**src/rtl/dma_pkg.sv**
```systemverilog
// Package: dma_pkg
// Shared definitions for burst_dma_engine and its burst counter.
//   BEAT_BYTES : bytes moved per bus beat (one 32-bit word)
//   BSIZE_W    : width of the bus burst_size field (beats-1)
//   BEAT_W     : width that holds a beat count of 1..256
//   dma_state_e: engine FSM states, fixed encodings kept from the legacy design
package dma_pkg;

  localparam int unsigned BEAT_BYTES = 4;
  localparam int unsigned BSIZE_W    = 8;
  localparam int unsigned BEAT_W     = 9;

  typedef enum logic [2:0] {
    ST_IDLE      = 3'd0,
    ST_PREFETCH  = 3'd1,
    ST_REQUEST   = 3'd2,
    ST_HANDSHAKE = 3'd3,
    ST_WR_DATA   = 3'd4,
    ST_RD_DATA   = 3'd5,
    ST_NEXT      = 3'd6
  } dma_state_e;

endpackage

```
**src/rtl/dma_burst_counter.sv**
```systemverilog
// Module: dma_burst_counter
// Remaining-word and per-burst beat counters for burst_dma_engine.
//   clock, n_reset   : system clock, asynchronous active-low reset
//   i_load, i_count  : latch a new transfer length (clears beat state)
//   i_burst_start    : take min(remaining, MAX_BURST) beats for a new burst
//   i_beat           : one beat of the current burst has been moved
//   o_burst_len      : min(remaining, MAX_BURST), valid before i_burst_start
//   o_burst_len_q    : length of the burst currently in flight
//   o_beat_avail     : beats of the current burst still outstanding
//   o_last_beat      : exactly one beat outstanding
//   o_rem_zero       : no words left to schedule after the current burst
module dma_burst_counter
  import dma_pkg::*;
#(
  parameter int unsigned MAX_BURST = 16,
  parameter int unsigned CNT_W     = 10
) (
  input  logic              clock,
  input  logic              n_reset,
  input  logic              i_load,
  input  logic [CNT_W-1:0]  i_count,
  input  logic              i_burst_start,
  input  logic              i_beat,
  output logic [BEAT_W-1:0] o_burst_len,
  output logic [BEAT_W-1:0] o_burst_len_q,
  output logic              o_beat_avail,
  output logic              o_last_beat,
  output logic              o_rem_zero
);

  logic [CNT_W-1:0]  r_remaining;
  logic [BEAT_W-1:0] r_beats;
  logic [BEAT_W-1:0] r_len;
  logic              w_cap;

  // Compare in 32 bits so a narrow CNT_W cannot truncate MAX_BURST.
  assign w_cap         = (32'(r_remaining) >= 32'(MAX_BURST));
  assign o_burst_len   = w_cap ? BEAT_W'(MAX_BURST) : BEAT_W'(r_remaining);
  assign o_burst_len_q = r_len;
  assign o_beat_avail  = (r_beats != '0);
  assign o_last_beat   = (r_beats == BEAT_W'(1));
  assign o_rem_zero    = (r_remaining == '0);

  always_ff @(posedge clock or negedge n_reset) begin
    if (!n_reset) begin
      r_remaining <= '0;
      r_beats     <= '0;
      r_len       <= '0;
    end else if (i_load) begin
      r_remaining <= i_count;
      r_beats     <= '0;
      r_len       <= '0;
    end else if (i_burst_start) begin
      r_remaining <= r_remaining - CNT_W'(o_burst_len);
      r_beats     <= o_burst_len;
      r_len       <= o_burst_len;
    end else if (i_beat && o_beat_avail) begin
      r_beats     <= r_beats - BEAT_W'(1);
    end
  end

endmodule

```
**src/rtl/burst_dma_engine.sv**
```systemverilog
// Module: burst_dma_engine
// Multi-word DMA master between the local dual-port buffer and the shared bus.
// Moves word_count words as bursts of up to MAX_BURST beats (write: buffer->bus,
// read: bus->buffer), with address auto-increment, done and error reporting.
//   clock, n_reset             : system clock, asynchronous active-low reset
//   start_write / start_read   : 1-cycle start strobes (write has priority)
//   bus_start_address, buf_start_address, word_count, byte_enable : transfer setup
//   dma_busy / dma_done / dma_error : status (done/error are 1-cycle pulses)
//   bufferAddress, dataIn, writeEnable, dataOut : buffer port (1-cycle read latency)
//   address_dataIN, end_transactionIN, data_validIN, busyIN, errorIN : bus inputs
//   address_dataOUT, byte_enableOUT, burst_sizeOUT, read_n_writeOUT,
//   begin_transactionOUT, end_transactionOUT, data_validOUT, busyOUT : bus outputs
//   request / granted          : arbiter handshake
module burst_dma_engine
  import dma_pkg::*;
#(
  parameter int unsigned BUF_AW    = 9,
  parameter int unsigned MAX_BURST = 16,
  parameter int unsigned CNT_W     = 10
) (
  input  logic               clock,
  input  logic               n_reset,
  input  logic               start_write,
  input  logic               start_read,
  input  logic [31:0]        bus_start_address,
  input  logic [BUF_AW-1:0]  buf_start_address,
  input  logic [CNT_W-1:0]   word_count,
  input  logic [3:0]         byte_enable,
  output logic               dma_busy,
  output logic               dma_done,
  output logic               dma_error,
  output logic [BUF_AW-1:0]  bufferAddress,
  output logic [31:0]        dataIn,
  output logic               writeEnable,
  input  logic [31:0]        dataOut,
  input  logic [31:0]        address_dataIN,
  input  logic               end_transactionIN,
  input  logic               data_validIN,
  input  logic               busyIN,
  input  logic               errorIN,
  output logic [31:0]        address_dataOUT,
  output logic [3:0]         byte_enableOUT,
  output logic [BSIZE_W-1:0] burst_sizeOUT,
  output logic               read_n_writeOUT,
  output logic               begin_transactionOUT,
  output logic               end_transactionOUT,
  output logic               data_validOUT,
  output logic               busyOUT,
  output logic               request,
  input  logic               granted
);

  dma_state_e        r_state;
  dma_state_e        w_next;
  logic [31:0]       r_bus_addr;
  logic [BUF_AW-1:0] r_buf_addr;
  logic [3:0]        r_be;
  logic              r_rd;
  logic [31:0]       r_out_reg;

  logic              w_load;
  logic              w_burst_start;
  logic              w_beat;
  logic              w_grab;
  logic              w_bus_step;
  logic [BEAT_W-1:0] w_len;
  logic [BEAT_W-1:0] w_len_q;
  logic              w_beat_avail;
  logic              w_last;
  logic              w_rem_zero;

  dma_burst_counter #(
    .MAX_BURST (MAX_BURST),
    .CNT_W     (CNT_W)
  ) u_cnt (
    .clock         (clock),
    .n_reset       (n_reset),
    .i_load        (w_load),
    .i_count       (word_count),
    .i_burst_start (w_burst_start),
    .i_beat        (w_beat),
    .o_burst_len   (w_len),
    .o_burst_len_q (w_len_q),
    .o_beat_avail  (w_beat_avail),
    .o_last_beat   (w_last),
    .o_rem_zero    (w_rem_zero)
  );

  // r_buf_addr is the buffer index of the word held in r_out_reg during a write.
  // With 1-cycle buffer latency, dataOut must already carry the following word,
  // so the address presented runs one ahead, two ahead on an accepted beat.
  always_comb begin
    w_next               = r_state;
    w_load               = 1'b0;
    w_burst_start        = 1'b0;
    w_beat               = 1'b0;
    w_grab               = 1'b0;
    w_bus_step           = 1'b0;
    dma_busy             = (r_state != ST_IDLE);
    dma_done             = 1'b0;
    dma_error            = 1'b0;
    bufferAddress        = '0;
    dataIn               = '0;
    writeEnable          = 1'b0;
    address_dataOUT      = '0;
    byte_enableOUT       = '0;
    burst_sizeOUT        = '0;
    read_n_writeOUT      = 1'b0;
    begin_transactionOUT = 1'b0;
    end_transactionOUT   = 1'b0;
    data_validOUT        = 1'b0;
    busyOUT              = 1'b0;
    request              = 1'b0;

    if (errorIN && (r_state != ST_IDLE)) begin
      end_transactionOUT = 1'b1;
      dma_error          = 1'b1;
      w_next             = ST_IDLE;
    end else begin
      case (r_state)
        ST_IDLE: begin
          if (start_write || start_read) begin
            w_load = 1'b1;
            if (word_count == '0)  w_next = ST_NEXT;
            else if (start_write)  w_next = ST_PREFETCH;
            else                   w_next = ST_REQUEST;
          end
        end
        ST_PREFETCH: begin
          bufferAddress = r_buf_addr;
          w_next        = ST_REQUEST;
        end
        ST_REQUEST: begin
          request = 1'b1;
          if (!r_rd) bufferAddress = r_buf_addr;
          if (granted) begin
            w_grab = !r_rd;
            w_next = ST_HANDSHAKE;
          end
        end
        ST_HANDSHAKE: begin
          begin_transactionOUT = 1'b1;
          address_dataOUT      = r_bus_addr;
          byte_enableOUT       = r_be;
          burst_sizeOUT        = BSIZE_W'(w_len - BEAT_W'(1));
          read_n_writeOUT      = r_rd;
          w_burst_start        = 1'b1;
          if (!r_rd) bufferAddress = r_buf_addr + BUF_AW'(1);
          w_next = r_rd ? ST_RD_DATA : ST_WR_DATA;
        end
        ST_WR_DATA: begin
          data_validOUT   = 1'b1;
          address_dataOUT = r_out_reg;
          w_beat          = !busyIN;
          bufferAddress   = busyIN ? r_buf_addr + BUF_AW'(1) : r_buf_addr + BUF_AW'(2);
          if (!busyIN && w_last) begin
            end_transactionOUT = 1'b1;
            w_next             = ST_NEXT;
          end
        end
        ST_RD_DATA: begin
          bufferAddress = r_buf_addr;
          dataIn        = address_dataIN;
          if (data_validIN && w_beat_avail) begin
            writeEnable = 1'b1;
            w_beat      = 1'b1;
          end
          if (end_transactionIN) w_next = ST_NEXT;
        end
        ST_NEXT: begin
          w_bus_step = 1'b1;
          if (w_rem_zero) begin
            dma_done = 1'b1;
            w_next   = ST_IDLE;
          end else begin
            w_next   = r_rd ? ST_REQUEST : ST_PREFETCH;
          end
        end
        default: w_next = ST_IDLE;
      endcase
    end
  end

  always_ff @(posedge clock or negedge n_reset) begin
    if (!n_reset) begin
      r_state    <= ST_IDLE;
      r_bus_addr <= '0;
      r_buf_addr <= '0;
      r_be       <= '0;
      r_rd       <= 1'b0;
      r_out_reg  <= '0;
    end else begin
      r_state <= w_next;
      if (w_load) begin
        r_bus_addr <= bus_start_address;
        r_buf_addr <= buf_start_address;
        r_be       <= byte_enable;
        r_rd       <= !start_write;
      end
      if (w_grab) r_out_reg <= dataOut;
      if (w_beat) begin
        r_buf_addr <= r_buf_addr + BUF_AW'(1);
        if (!r_rd) r_out_reg <= dataOut;
      end
      if (w_bus_step) r_bus_addr <= r_bus_addr + 32'(w_len_q) * BEAT_BYTES;
    end
  end

endmodule

```
**config.mk**
```make
export PLATFORM = sky130hd
export DESIGN_NAME = burst_dma_engine
export DESIGN_NICKNAME = d
export VERILOG_FILES = /design/src/rtl/dma_pkg.sv /design/src/rtl/dma_burst_counter.sv /design/src/rtl/burst_dma_engine.sv
export SDC_FILE = /design/constraint.sdc
export NUM_CORES = 1
export LEC_CHECK = 0
export ABC_CLOCK_PERIOD_IN_PS = 4760
export CORE_MARGIN = 2
export CORE_UTILIZATION = 50
export DETAILED_ROUTE_END_ITERATION = 8
export GPL_TIMING_DRIVEN = 0
export PLACE_DENSITY = 0.84
export SYNTH_ARGS = -nofsm -noshare
export SYNTH_HDL_FRONTEND = slang
export SYNTH_SLANG_ARGS = --single-unit
```
**constraint.sdc**
```tcl
create_clock -name clock -period 4.76 [get_ports clock]
set_input_delay 0.714 -clock clock [delete_from_list [all_inputs] [get_ports clock]]
set_output_delay 0.714 -clock clock [all_outputs]
set_load 0.03 [all_outputs]
```
## Yosys cells after proc, flatten, opt, wreduce, memory -nomap -nowiden

Cells that the tools add are included.
Widths: inputs -> output; s select.

- Input port bits: 128
- Register bits: 109
- Output and inout bits: 95

- Equal/unequal tests: 11
- Muxes and demuxes: 67
- Reduce and logical (&&, ||, !) cells: 19
- Order comparisons: 1
- Add/sub/neg operators: 6

Operators with widths:

| kind | count |
|---|---|
| $mux 32 | 8 |
| $mux 9 | 12 |
| $pmux 32 s2 | 1 |
| $pmux 9 s4 | 1 |
| $add 32x11->32 | 1 |
| $mux 1 | 28 |
| $pmux 3 s7 | 1 |
| $logic_not 10->1 | 2 |
| $mux 10 | 2 |
| $mux 3 | 6 |
| $mux 8 | 2 |
| $ne 3x3->1 const B | 4 |
| $ge 10x5->1 const B | 1 |
| $sub 10x9->10 | 1 |
| $add 9x1->9 const B | 1 |
| $add 9x2->9 const B | 1 |
| $eq 3x3->1 const B | 3 |
| $eq 9x1->1 const B | 1 |
| $reduce_bool 9->1 | 1 |
| $sub 9x1->9 const B | 1 |
| $mux 4 | 2 |
| $sub 8x1->8 const B | 1 |
| $eq 3x2->1 const B | 2 |
| $mux 2 | 3 |
| other kinds (10) | 18 |

## Logic depth before layout (Yosys ltp)

- Depth in word-level cells: 9
- Mapped depth: 9
- Gate-level depth less buffers: 8

## By module

A second synthesis with hierarchy kept.

- Cells, all modules: 817
- Area, all modules: 7215.7 µm²

Modules (own cells, without submodules):

| module | cells each | instances | area an instance (µm²) |
|---|---|---|---|
| burst_dma_engine | 646 | 1 | 5665.4 |
| dma_burst_counter | 171 | 1 | 1550.2 |

## Worst setup path before layout

Ideal clock, no wire load.

- Path type: register to output
- From: register u_cnt.r_remaining[7]
- To: output port burst_sizeOUT[4]
- Arrival time: 2.342 ns
- Cell stages (with the launch flop): 6
- Slack: 1.704 ns
- Data required time: 4.046 ns
- Cells stage by stage: dfrtp_1 or4_4 nor3_2 nand2_1 ha_1 a211oi_1

- Word-level cells in the longest chain between the ends: 5

Ends and longest elaborated chain:

| element | line | source |
|---|---|---|
| start, declared | dma_burst_counter.sv:31 | `logic [CNT_W-1:0] r_remaining;` |
| start signal, assigned | dma_burst_counter.sv:50 | `r_remaining <= i_count;` |
| start signal, assigned | dma_burst_counter.sv:54 | `r_remaining <= r_remaining - CNT_W'(o_burst_len);` |
| $ge 10x5->1 | dma_burst_counter.sv:37 | `assign w_cap = (32'(r_remaining) >= 32'(MAX_BURST));` |
| $mux 9 | dma_burst_counter.sv:38 | `assign o_burst_len = w_cap ? BEAT_W'(MAX_BURST) : BEAT_W'(r_remaining);` |
| $sub 8x1->8 | burst_dma_engine.sv:145 | `burst_sizeOUT = BSIZE_W'(w_len - BEAT_W'(1));` |
| $mux 8 | burst_dma_engine.sv:120 | `case (r_state)` |
| $mux 8 | burst_dma_engine.sv:115 | `if (errorIN && (r_state != ST_IDLE)) begin` |
| end, declared | burst_dma_engine.sv:43 | `output logic [BSIZE_W-1:0] burst_sizeOUT,` |

No other way between the ends.

## Worst setup path after layout

- From: input port errorIN
- To: output port address_dataOUT[25]

- Word-level cells in the longest chain between the ends: 2

Ends and longest elaborated chain:

| element | line | source |
|---|---|---|
| start, declared | burst_dma_engine.sv:40 | `input logic errorIN,` |
| $logic_and 1x1->1 | burst_dma_engine.sv:115 |  |
| $mux 32 | burst_dma_engine.sv:115 |  |
| end, declared | burst_dma_engine.sv:41 | `output logic [31:0] address_dataOUT,` |

No other way between the ends.

==> summary.txt <==
Drt
  • Residual DRC count: 0
  • Residual antenna-violating net count after detailed routing: 0
  • Via/cell ratio: 6.12
  • Via total after detailed routing: 7,595
  • Initial DRC Count: 898
  • Routed wire length: 23,900 um
  • Detailed-routing iteration count for the pre-antenna-repair pass: 5
  • WL per Instance: 19.3 um

Setup path
  • Crit-path max FO: 10
  • Sort of element at the start of the critical path: primary input
  • Arrival time of the worst setup path: 3.82 ns
  • Data required time at the worst endpoint: 4.05 ns
  • Critical path endpoint category: output port
  • Type of the worst setup path: primary input to output port

Clock tree
  • Post_cts resized: 0
  • Clock slew at reported path FFs: 0.08 ns
  • TritonCTS Sinks: 109
  • Skew-Pair Late Insertion Delay: 0.36 ns
  • Number of buffers inserted by post-CTS setup repair: 0
  • Cts-stage hold buffer count: 0
  • Num CTS Buffers: 9
  • CTS Root Buffer Type: sky130_fd_sc_hd__clkbuf_16
  • Number of H-tree branching levels: 3
  • Bufs on Longest Clock Path: 2
  • TritonCTS clock tree: yes

Timing
  • Setup TNS after final layout: 0 ns
  • Period Utilization, post-route: 95.3%
  • RSZ-0062 raised after global routing: no
  • Number of max-slew violations in the final report: 0
  • Achievable Freq: 220 MHz
  • Rel. slew slack: 28.2%
  • Hold Vio Cnt, Final: 0
  • Post-route minimum period: 4.54 ns
  • Worst hold slack: 0.434 ns
  • Clock Skews: 0.00887 ns
  • Pin slew with the least headroom to its limit: 1.07 ns
  • Final setup violating endpoints: 0

Final layout
  • Multi-input gate area: 4370 um2
  • Layout area overhead: 37.3%
  • Sequential cell area: 2730 um2
  • Number of filler cells placed in the layout: 1,140
  • Most frequent cells in the layout: 219 x sky130_fd_sc_hd__clkdlybuf4s50_1, 109 x sky130_fd_sc_hd__dfrtp_1, 86 x sky130_fd_sc_hd__nand2_1, 43 x sky130_fd_sc_hd__nor2_1, 42 x sky130_fd_sc_hd__a21oi_1
  • Number of cells in the finished layout apart from fillers: 1,241
  • Ratio of cells with drive above 1 in the final layout: 10.7%
  • Most frequent standard cell in the layout excluding fill and tap cells: sky130_fd_sc_hd__clkdlybuf4s50_1
  • Net count of the finished layout: 1,196
  • Final core area utilization: 70.5%

Synth
  • Sequential cell area fraction in the yosys report: 36.6%
  • Dominant synthesized flop cell: sky130_fd_sc_hd__dfrtp_1
  • Synth Net Count: 964
  • Mean post-synth cell area: 9.11 um2
  • Mapped Area: 7460 um2
  • Number of distinct library cells after synthesis: 90
  • Yosys warnings: 0
  • Post-synthesis async set-or-reset flop share: 100%
  • Flip-flop and latch count after synthesis: 109
  • Top cells by area in the synthesized netlist: sky130_fd_sc_hd__dfrtp_1 37%, sky130_fd_sc_hd__mux2_2 5.3%, sky130_fd_sc_hd__nand2_1 4.3%, sky130_fd_sc_hd__a22o_1 3.6%, sky130_fd_sc_hd__and2_1 3.1%
  • Area leader, netlist: sky130_fd_sc_hd__dfrtp_1
  • Portion of synthesized cell area occupied by the leading cell type: 36.6%
  • Number of cells produced by synthesis: 819
  • Number of flops mapped to enable cells by yosys: 0

Place
  • Placed Cells incl. Taps: 1,224
  • Detailed placement HPWL: 18,100 um
  • Gpl congestion: 0.891
  • Buffers on Ports: 220

GRT
  • First-pass GRT wire length: 38,100 um
  • Vias in the first global route: 7,318
  • Global route total overflow: 0
  • Antenna violations before repair: 1
  • Maximum number of pins on one net before global-route repair: 59
  • Overall fraction of global-route tracks in use: 29.7%

Die
  • Die Width: 126 um
  • Total die area: 15,900 um2
  • Vertical die dimension: 126 um
  • Top-Level Pins: 223
  • Placement Rows: 44
  • Total core area: 14,500 um2
  • Initial Util: 51.3%

Status
  • Status: completed

Power
  • Post-route total power: 5.43 mW
  • Pwr/cell area: 530 nW/um2
  • Leakage power of the design: 4.20 nW
  • Worst ir drop on vdd: 329 uV

Run
  • Max-capacitance violation count: 0

Worst hold path
  • Worst hold-check path type: primary input to async pin
-- Yosys cell counts, drive strengths merged, types with 4 or more instances --
| master | n |
|---|---|
| nand2b | 4 |
| nor4 | 14 |
| a22oi | 17 |
| nand4 | 10 |
| mux2i | 9 |
| dfrtp | 109 |
| xnor2 | 14 |
| ha | 16 |
| a221o | 9 |
| clkbuf | 37 |
| and2 | 37 |
| a31oi | 6 |
| o311ai | 8 |
| nand3 | 33 |
| mux2 | 35 |
| nor2 | 45 |
| and3 | 25 |
| a211oi | 7 |
| nor3 | 28 |
| buf | 32 |
| and4 | 5 |
| or4 | 11 |
| o21ai | 25 |
| nand2 | 87 |
| a21o | 13 |
| inv | 9 |
| a22o | 32 |
| a21oi | 44 |
| or3 | 9 |
| o31ai | 4 |
| o211ai | 16 |
| xor2 | 5 |
-- power breakdown --
group,internal (mW),switching [mW],total (mW)
logic,1.21,1.65,2.86
clock network,0.472,0.361,0.833
registers,1.34,0.407,1.75
-- through the flow --
step / worst slack (ns) / instance area, um2
after detailed placement: 0.335 / 9920
after CTS: 0.326 / 10200
after floorplan: 1.70 / 7460
after global routing: 0.167 / 10200
final: 0.223 / 10200
after global placement: -1.18 / 9890
-- path summary, 6_finish.rpt --
check,cells past startpoint,start,to,slack (ns)
min reg2reg,2,r_be[2],r_be[2],0.47
min in group clock,2,r_be[2],r_be[2],0.47
min,1,n_reset,r_bus_addr[19],0.43
max,9,errorIN,address_dataOUT[25],0.22
max reg2reg,8,r_bus_addr[8],r_bus_addr[23],1.99
max in group asynchronous,2,n_reset,r_be[2],3.60
-- per-layer routing --
metal	up-vias	part of all wire, %	global-route usage (%)
met4	0	2.6	9.63
li1	3533	-	-
met3	47	10	8.62
met5	-	0	0
met2	414	48	49.7
met1	3601	39	37.2
-- layout make-up --
| class | instances | share of cell area, % |
|---|---|---|
| Clock buffer | 11 | 2.27 |
| Antenna cell | 1 | 0.0244 |
| Timing Repair Buffer | 221 | 21.7 |
| Multi-Input combinational cell | 632 | 42.6 |
| Sequential cell | 109 | 26.6 |
| Clock inverter | 5 | 0.892 |
| Buffer | 69 | 3.24 |
| Inverter | 9 | 0.330 |
| Tap cell | 184 | 2.25 |
-- worst max-delay path: stages --
cell                              delay [ns]
sky130_fd_sc_hd__clkdlybuf4s50_1        0.55
sky130_fd_sc_hd__buf_2                  0.26
sky130_fd_sc_hd__nor2b_1                0.50
sky130_fd_sc_hd__nand2_2                0.28
sky130_fd_sc_hd__inv_1                  0.13
sky130_fd_sc_hd__buf_4                  0.21
sky130_fd_sc_hd__buf_2                  0.29
sky130_fd_sc_hd__a22o_1                 0.20
sky130_fd_sc_hd__clkdlybuf4s50_1        0.67
-- cell families after synthesis --
logic type      Yosys count  synth area share [%]
compound gates          217                  22.0
xor+xnor                 19                  2.23
fa+ha+maj                17                  2.95
buf+inv                  78                  4.90
flops                   109                  36.6
mux                      44                  6.49
other cells               2                 0.101
simple gates            333                  24.8
Power figures use the tool's default switching activity.
